--- src/rtl/uart_pkg.sv ---
// Shared definitions for the UART transmit path: frame state encoding and
// derivation of the bit-period timing constants.
package uart_pkg;

  typedef enum logic [2:0] {
    UART_IDLE   = 3'd0,
    UART_START  = 3'd1,
    UART_DATA   = 3'd2,
    UART_PARITY = 3'd3,
    UART_STOP   = 3'd4
  } uart_state_t;

  function automatic int calc_clks_per_bit(input int clock_freq, input int baud_rate);
    return clock_freq / baud_rate;
  endfunction

  // Counter must hold 0..CLKS_PER_BIT-1; never narrower than one bit.
  function automatic int calc_cnt_w(input int clks_per_bit);
    return (clks_per_bit > 2) ? $clog2(clks_per_bit) : 1;
  endfunction

endpackage

--- src/rtl/uart_baud_counter.sv ---
// Bit-period timer: counts clocks within one serial bit and flags the last one.
module uart_baud_counter #(
  parameter int CLKS_PER_BIT = 16,
  parameter int CNT_W        = 4
) (
  input  logic clock,
  input  logic reset,
  input  logic clear,
  output logic bit_end
);

  logic [CNT_W-1:0] cnt;

  assign bit_end = (cnt == CNT_W'(CLKS_PER_BIT - 1));

  // Wraps on its own at the end of every bit so consecutive bits need no extra clear.
  always_ff @(posedge clock or negedge reset) begin
    if (!reset) begin
      cnt <= '0;
    end else if (clear || bit_end) begin
      cnt <= '0;
    end else begin
      cnt <= cnt + CNT_W'(1);
    end
  end

endmodule

--- src/rtl/uart_transmitter.sv ---
// Single-frame UART transmitter: start bit, 8 data bits LSB-first, optional
// parity, 1 or 2 stop bits. All outputs are registered.
module uart_transmitter
  import uart_pkg::*;
#(
  parameter int CLOCK_FREQ    = 50000000,
  parameter int BAUD_RATE     = 115200,
  parameter int PARITY_ENABLE = 0,
  parameter int PARITY_ODD    = 0,
  parameter int STOP_BITS     = 1
) (
  input  logic       clock,
  input  logic       reset,
  input  logic       tx_start,
  input  logic [7:0] tx_data,
  output logic       uart_busy,
  output logic       tx_serial,
  output logic       tx_done
);

  localparam int CLKS_PER_BIT = calc_clks_per_bit(CLOCK_FREQ, BAUD_RATE);
  localparam int CNT_W        = calc_cnt_w(CLKS_PER_BIT);

  generate
    if (CLKS_PER_BIT < 2) begin : g_bad_baud
      $error("uart_transmitter: CLOCK_FREQ / BAUD_RATE must be at least 2");
    end
    if (STOP_BITS != 1 && STOP_BITS != 2) begin : g_bad_stop
      $error("uart_transmitter: STOP_BITS must be 1 or 2");
    end
  endgenerate

  uart_state_t state, state_n;
  logic [7:0]  shift_q, shift_n;
  logic [7:0]  data_q, data_n;
  logic [2:0]  bit_idx, bit_idx_n;
  logic        stop_idx, stop_idx_n;
  logic        serial_n, busy_n, done_n;
  logic        bit_end;
  logic        parity_bit;

  uart_baud_counter #(
    .CLKS_PER_BIT(CLKS_PER_BIT),
    .CNT_W       (CNT_W)
  ) u_baud (
    .clock  (clock),
    .reset  (reset),
    .clear  (state == UART_IDLE),
    .bit_end(bit_end)
  );

  // Parity comes from the byte latched at accept, since the shifter is consumed.
  assign parity_bit = (^data_q) ^ (PARITY_ODD != 0);

  always_ff @(posedge clock or negedge reset) begin
    if (!reset) begin
      state     <= UART_IDLE;
      shift_q   <= '0;
      data_q    <= '0;
      bit_idx   <= '0;
      stop_idx  <= 1'b0;
      tx_serial <= 1'b1;
      uart_busy <= 1'b0;
      tx_done   <= 1'b0;
    end else begin
      state     <= state_n;
      shift_q   <= shift_n;
      data_q    <= data_n;
      bit_idx   <= bit_idx_n;
      stop_idx  <= stop_idx_n;
      tx_serial <= serial_n;
      uart_busy <= busy_n;
      tx_done   <= done_n;
    end
  end

  always_comb begin
    state_n    = state;
    shift_n    = shift_q;
    data_n     = data_q;
    bit_idx_n  = bit_idx;
    stop_idx_n = stop_idx;

    case (state)
      UART_IDLE: begin
        if (tx_start) begin
          state_n    = UART_START;
          shift_n    = tx_data;
          data_n     = tx_data;
          bit_idx_n  = 3'd0;
          stop_idx_n = 1'b0;
        end
      end
      UART_START: begin
        if (bit_end) state_n = UART_DATA;
      end
      UART_DATA: begin
        if (bit_end) begin
          shift_n   = {1'b0, shift_q[7:1]};
          bit_idx_n = bit_idx + 3'd1;
          if (bit_idx == 3'd7) begin
            state_n = (PARITY_ENABLE != 0) ? UART_PARITY : UART_STOP;
          end
        end
      end
      UART_PARITY: begin
        if (bit_end) state_n = UART_STOP;
      end
      UART_STOP: begin
        if (bit_end) begin
          if (stop_idx == 1'(STOP_BITS - 1)) begin
            state_n = UART_IDLE;
          end else begin
            stop_idx_n = 1'b1;
          end
        end
      end
      default: state_n = UART_IDLE;
    endcase

    // Outputs are registered, so they are decoded from the upcoming state.
    case (state_n)
      UART_START:  serial_n = 1'b0;
      UART_DATA:   serial_n = shift_n[0];
      UART_PARITY: serial_n = parity_bit;
      default:     serial_n = 1'b1;
    endcase

    busy_n = (state_n != UART_IDLE);
    done_n = (state == UART_STOP) && (state_n == UART_IDLE);
  end

endmodule

--- config.mk ---
export PLATFORM = sky130hd
export DESIGN_NAME = uart_transmitter
export DESIGN_NICKNAME = d
export VERILOG_FILES = /design/src/rtl/uart_pkg.sv /design/src/rtl/uart_baud_counter.sv /design/src/rtl/uart_transmitter.sv
export SDC_FILE = /design/constraint.sdc
export NUM_CORES = 1
export LEC_CHECK = 0
export BUFFER_PORTS_ARGS = -buffer_cell sky130_fd_sc_hd__buf_4
export CAP_MARGIN = 10
export CORE_MARGIN = 3
export CORE_UTILIZATION = 47
export CTS_BUF_LIST = sky130_fd_sc_hd__clkbuf_8
export DETAILED_ROUTE_END_ITERATION = 16
export GPL_TIMING_DRIVEN = 0
export MAX_ROUTING_LAYER = met4
export PLACE_DENSITY = 0.68
export SETUP_SLACK_MARGIN = 0.2
export SKIP_LAST_GASP = 1
export SYNTH_ARGS = -nofsm -noshare
export SYNTH_HDL_FRONTEND = slang
export SYNTH_SLANG_ARGS = --single-unit
--- constraint.sdc ---
create_clock -name clock -period 3.25 [get_ports clock]
set_input_delay 0.1625 -clock clock [delete_from_list [all_inputs] [get_ports clock]]
set_output_delay 0.1625 -clock clock [all_outputs]
set_load 0.02 [all_outputs]
# Word-level counts from Yosys, hierarchy flattened
# Cells that the tools add are included.
dict set report word_totals {
  ff_bits 35
  in_bits 11
  output_inout_bits 3
  word_cells 55
}
dict set report op_classes {
  add_sub_neg 2
  eq_ne 12
  n_mux 20
  n_reduce_logical 11
}
# op count
set ops {}
lappend ops {{2-to-1 mux 3 bit} 9}
lappend ops {{2-to-1 mux 8 bit} 2}
lappend ops {{case mux 8 bit (2 select lines)} 1}
lappend ops {{case mux 3 bit (5 select lines)} 1}
lappend ops {{equality test 3 x 2 -> 1 bit (second input constant)} 4}
lappend ops {{adder 9 x 1 -> 9 bit (second input constant)} 1}
lappend ops {{equality test 9 bit (second input constant)} 1}
lappend ops {{2-to-1 mux 9 bit} 1}
lappend ops {{parity 8 bit} 1}
lappend ops {{equality test 3 x 1 -> 1 bit (second input constant)} 2}
lappend ops {{equality test 3 bit (second input constant)} 2}
lappend ops {{zero test 3 bit} 2}
lappend ops {{case mux 3 bit (2 select lines)} 1}
lappend ops {{AND reduction 3 bit} 2}
lappend ops {{inequality test 2 x 1 -> 1 bit (second input constant)} 2}
lappend ops {{nonzero test 2 bit} 2}
lappend ops {{adder 3 x 1 -> 3 bit (second input constant)} 1}
lappend ops {{2-to-1 mux 1 bit} 3}
lappend ops {{case mux 1 bit (3 select lines)} 1}
lappend ops {{nonzero test 3 bit} 1}
lappend ops {{inequality test 2 bit (second input constant)} 1}
lappend ops {{case mux 1 bit (2 select lines)} 1}
lappend ops {{AND reduction 2 bit} 1}
lappend ops {{logical AND 1 bit} 1}
lappend ops {{logical OR 1 bit} 1}

# Logic depth before layout (Yosys ltp)
dict set report logic_depth {
  word_depth 6
  mapped_depth 9
  ltp_nobuf 7
}

# Hierarchy
# A second synthesis with hierarchy kept.
dict set report hier_totals {
  cells_unflattened 137
  area_unflattened_um2 1607.8
}
# mod instances cells_each area_per_inst_um2 seq_area_each_um2
set by_module_without_submodules {}
lappend by_module_without_submodules {uart_transmitter 1 89 1122.3 626.9}
lappend by_module_without_submodules {uart_baud_counter 1 48 485.5 225.2}

# Least setup slack after synthesis
# Ideal clock, no wire load.
dict set report synth_path {
  path_type {register to register}
  from {reg u_baud.cnt[1]}
  to {reg bit_idx[2]}
  setup_ns 0.125
  t_arrival_ns 1.742
  required_ns 3.125
  setup_slack_ns 1.383
  stages_incl_launch_ff 10
  n_path_buf 2
  period_less_slack_ns 1.867
  cell_sequence {dfrtp_1 -> inv_1 -> ha_1 -> nand4bb_1 -> buf_6 -> nor2_4 -> mux2i_1 -> or3_1 -> buf_6 -> mux2_4}
}
dict set report synth_between {
  elab_chain_cells 3
}
# item line_no
set synth_rtl {}
lappend synth_rtl {{start: declaration} uart_baud_counter.sv:12} ;# logic [CNT_W-1:0] cnt;
lappend synth_rtl {{start signal: assignment} uart_baud_counter.sv:23} ;# cnt <= cnt + CNT_W'(1);
lappend synth_rtl {{equality test 9 bit} uart_baud_counter.sv:14} ;# assign bit_end = (cnt == CNT_W'(CLKS_PER_BIT - 1));
lappend synth_rtl {{inequality test 2 x 1 -> 1 bit (no line)} --}
lappend synth_rtl {{AND reduction 3 bit (no line)} --}
lappend synth_rtl {{end signal: assignment} uart_transmitter.sv:69} ;# bit_idx <= bit_idx_n;
lappend synth_rtl {{end: declaration} uart_transmitter.sv:36} ;# logic [2:0] bit_idx, bit_idx_n;
# Every way passes these cells.
# A chain may end at the register's enable or synchronous reset.

# Worst setup path in the final report
dict set report layout_path {
  from {reg u_baud.cnt[1]}
  to {reg tx_serial}
}
dict set report layout_between {
  elab_cells_between_ends 12
  classes_between {eq/ne: 4; mux: 8}
}
# item line_no
set layout_rtl {}
lappend layout_rtl {{equality test 9 bit} uart_baud_counter.sv:14}
lappend layout_rtl {{2-to-1 mux 8 bit} uart_transmitter.sv:98} ;# if (bit_end) begin
lappend layout_rtl {{case mux 8 bit (2 select lines)} uart_transmitter.sv:84} ;# case (state)
lappend layout_rtl {{named net shift_n[0]} uart_transmitter.sv:34} ;# logic [7:0] shift_q, shift_n;
lappend layout_rtl {{case mux 1 bit (3 select lines)} uart_transmitter.sv:122} ;# case (state_n)
lappend layout_rtl {{named net serial_n} uart_transmitter.sv:38} ;# logic serial_n, busy_n, done_n;
lappend layout_rtl {{end signal: assignment} uart_transmitter.sv:71} ;# tx_serial <= serial_n;
lappend layout_rtl {{end: declaration} uart_transmitter.sv:17} ;# output logic tx_serial,
# The timed path passes the listed nets, and every way through them passes these cells. The select of a mux whose other input is x is not followed.

==> impl_metrics.csv <==
group,metric,value,unit
outcome,status,"finished clean",
pwr,power_density,647,nW/µm²
min_path,hold_path.class,"primary input to register",
synth,yosysWarnings,0,
die,coreArea,3180,µm²
cts,cts_resized,0,
cts,clkTransAtPathRegs,0.06,ns
global_route,grt_use_total,16.0,%
finish,fin_nets,169,
synth,syn_area_per_cell,12.2,µm²
die,pin_count,14,
pwr,combinationalPowerShare,25.2,%
synth,synth_area_leaders,"dfrtp_1 (51%), mux2_2 (6.3%), xnor2_1 (4.9%)",
pwr,p_sw,0.350,mW
cts,ctsLongestPathBuffers,2,
synth,synth_common_cells,"dfrtp_1 (33), nor2_1 (14), mux2_2 (9), xnor2_1 (9), a22o_1 (8)",
cts,cts_hold_buf,1,
synth,synth_ff_type,"dfrtp_1",
die,start_util,51.0,%
cts,htree_levels,2,
job,drv_cap,0,
die,die_area,4190,µm²
finish,fin_area,1880,µm²
drt,detail-route-antenna-nets,0,
placement,dp_slack,1.21,ns
finish,area_growth,15.7,%
timing,tns,0,ns
timing,rsz0062_at_grt,"false",
cts,root_buffer,"clkbuf_8",
timing,fin_crit_sh,62.9,%
cts,numCtsBuffers,5,
cts,clock_latency,0.29,ns
timing,hold_violations,0,
pwr,leakage,0.918,nW
drt,via_count,1024,
timing,drv_slew,0,
timing,worst_pin_slew,0.648,ns
die,die_w,64.7,µm
global_route,grt_max_degree,35,
worst_setup_path,end_kind,"register",
timing,setup_slack,1.21,ns
drt,dr.pass1.iters,6,
timing,max_freq,489,MHz
drt,drc_errors,0,
synth,ys_seq_area_share,52.5,%
global_route,grt_pass1_wl,4.96,mm
worst_setup_path,reg2reg_depth,8,
timing,fin_skew,0.00476,ns
worst_setup_path,timing_worst_setup_path_type,"register to register",
worst_setup_path,crit_fanout,9,
synth,yosysMostFrequentCell,"dfrtp_1",
worst_setup_path,start_kind,"register",
synth,ys_types,35,
synth,synth_top_cell_by_area,"dfrtp_1",
synth,syn_nets,148,
drt,drt_wl_total,2.73,mm
global_route,grt_overflow_total,0,
min_path,hold_depth,2,
finish,antenna_cells,0,
cts,cts.sinks,34,
global_route,antenna_found_initial,0,
timing,maxSlewHeadroom,56.5,%
synth,synth-edff-count,0,
drt,vias_per_cell,5.15,
cts,postCtsSetupBuffers,0,
global_route,grt_pass1_vias,1071,
die,die-height,64.7,µm
placement,gp_congestion,0.779,
pwr,clock_power_share,25.7,%
pwr,peakVddDrop,0.516,mV
timing,min_period,2.04,ns
worst_setup_path,cp.required,3.46,ns
finish,final_util,59.0,%
drt,wl_per_cell,13.7,µm
cts,cts_tree,"yes",
placement,io_buffers,13,
drt,first_iter_violations,47,
synth,netlist_area,1620,µm²
synth,synth-async-reset-ratio,100,%
placement,place_hpwl,1.98,mm
finish,drive_gt1_share,26.5,%
timing,finalSetupViolCount,0,
synth,synth_top_area_share,50.9,%
pwr,p_int,0.864,mW
synth,ys_seq_elements,34,
placement,placed_area,1770,µm²
pwr,p_sw_share,28.8,%
die,num_rows,20,
worst_setup_path,cp_data_arrival_time,2.25,ns
pwr,seqPwrFrac,49.1,%
synth,syn_inst,133,
-- kinds of logic after synthesis --
group | count (synthesis) | share of synthesized area, %
adders and majority gates | 4 | 3.09
buffers and inverters | 7 | 2.93
xor gates and xnor gates | 12 | 6.48
and+or+nand+nor | 39 | 15.0
DFF | 34 | 52.5
AOI/OAI and AO/OA | 24 | 11.0
muxes | 13 | 9.03
-- worst max-delay path: stages, from the launching register on --
cell and delay (ns):
dfrtp_1 0.41, inv_1 0.07, ha_1 0.14, nand4bb_1 0.12
buf_6 0.16, nor4b_4 0.56, mux2i_1 0.31, nor3_1 0.07
a22oi_1 0.14
-- area by class of cell --
class | count | area [µm²]
Fill cell | 275 | 1300
Clock buffer | 6 | 82.6
Multi-Input combinational cell | 92 | 722
Buffer | 5 | 40.0
Timing Repair Buffer | 14 | 108
Sequential cell | 34 | 852
Tap cell | 44 | 55.1
Inverter | 2 | 7.51
Clock inverter | 2 | 8.76
-- registers in the layout, indices dropped and copies added (netlist names) --
signal	flops
bit_idx	3
data_q	8
shift_q	8
state	3
tx_done	1
tx_serial	1
u_baud.cnt	9
uart_busy	1
-- through the flow --
step	hold WS [ns]	total power, mW	std cells
3_3_place_gp	0.131	0.896	190
5_1_grt	0.102	1.30	199
6_report	0.109	1.21	199
3_5_place_dp	0.133	0.912	190
4_1_cts	0.105	1.23	199
2_1_floorplan	-0.133	0.832	133
-- placed cells by master, fill, tap and decap left out, types with 4 or more instances in the layout --
cell type | netlist | routed
or3_1 | 5 | 5
nor2_1 | 14 | 14
a22o_1 | 8 | 8
a21o_1 | 7 | 7
clkbuf_8 | 0 | 6
dfrtp_1 | 33 | 33
nand2_1 | 4 | 4
xnor2_1 | 9 | 9
ha_1 | 4 | 4
buf_4 | 1 | 14
mux2_2 | 9 | 9
-- worst paths after layout --
check,startpoint,end,slack [ns]
hold / removal,tx_data[7],shift_q[7],0.11
setup reg to reg,u_baud.cnt[1],tx_serial,1.21
hold reg to reg,shift_q[3],shift_q[3],0.48
min in group asynchronous,reset,uart_busy,0.35
setup / recovery,u_baud.cnt[1],tx_serial,1.21
max in group asynchronous,reset,tx_serial,2.56
-- per-layer routing --
metal	routed length, µm	vias to the layer above	part of all wire, %	track usage (%)
met5	0	-	0	-
met1	1270	487	47	20.0
met2	1290	19	47	24.1
met3	119	4	4.4	6.24
li1	-	514	-	-
met4	39	0	1.4	4.75
-- power by group through the flow --
stage | Sequential, mW | Combinational [mW] | Clock, mW
floorplan | 0.588 | 0.243 | 0
global placement | 0.597 | 0.298 | 0
detailed placement | 0.605 | 0.307 | 0
CTS | 0.596 | 0.310 | 0.321
global route | 0.611 | 0.341 | 0.349
finish | 0.595 | 0.306 | 0.312
No activity file was read; power rests on OpenSTA's default activity.
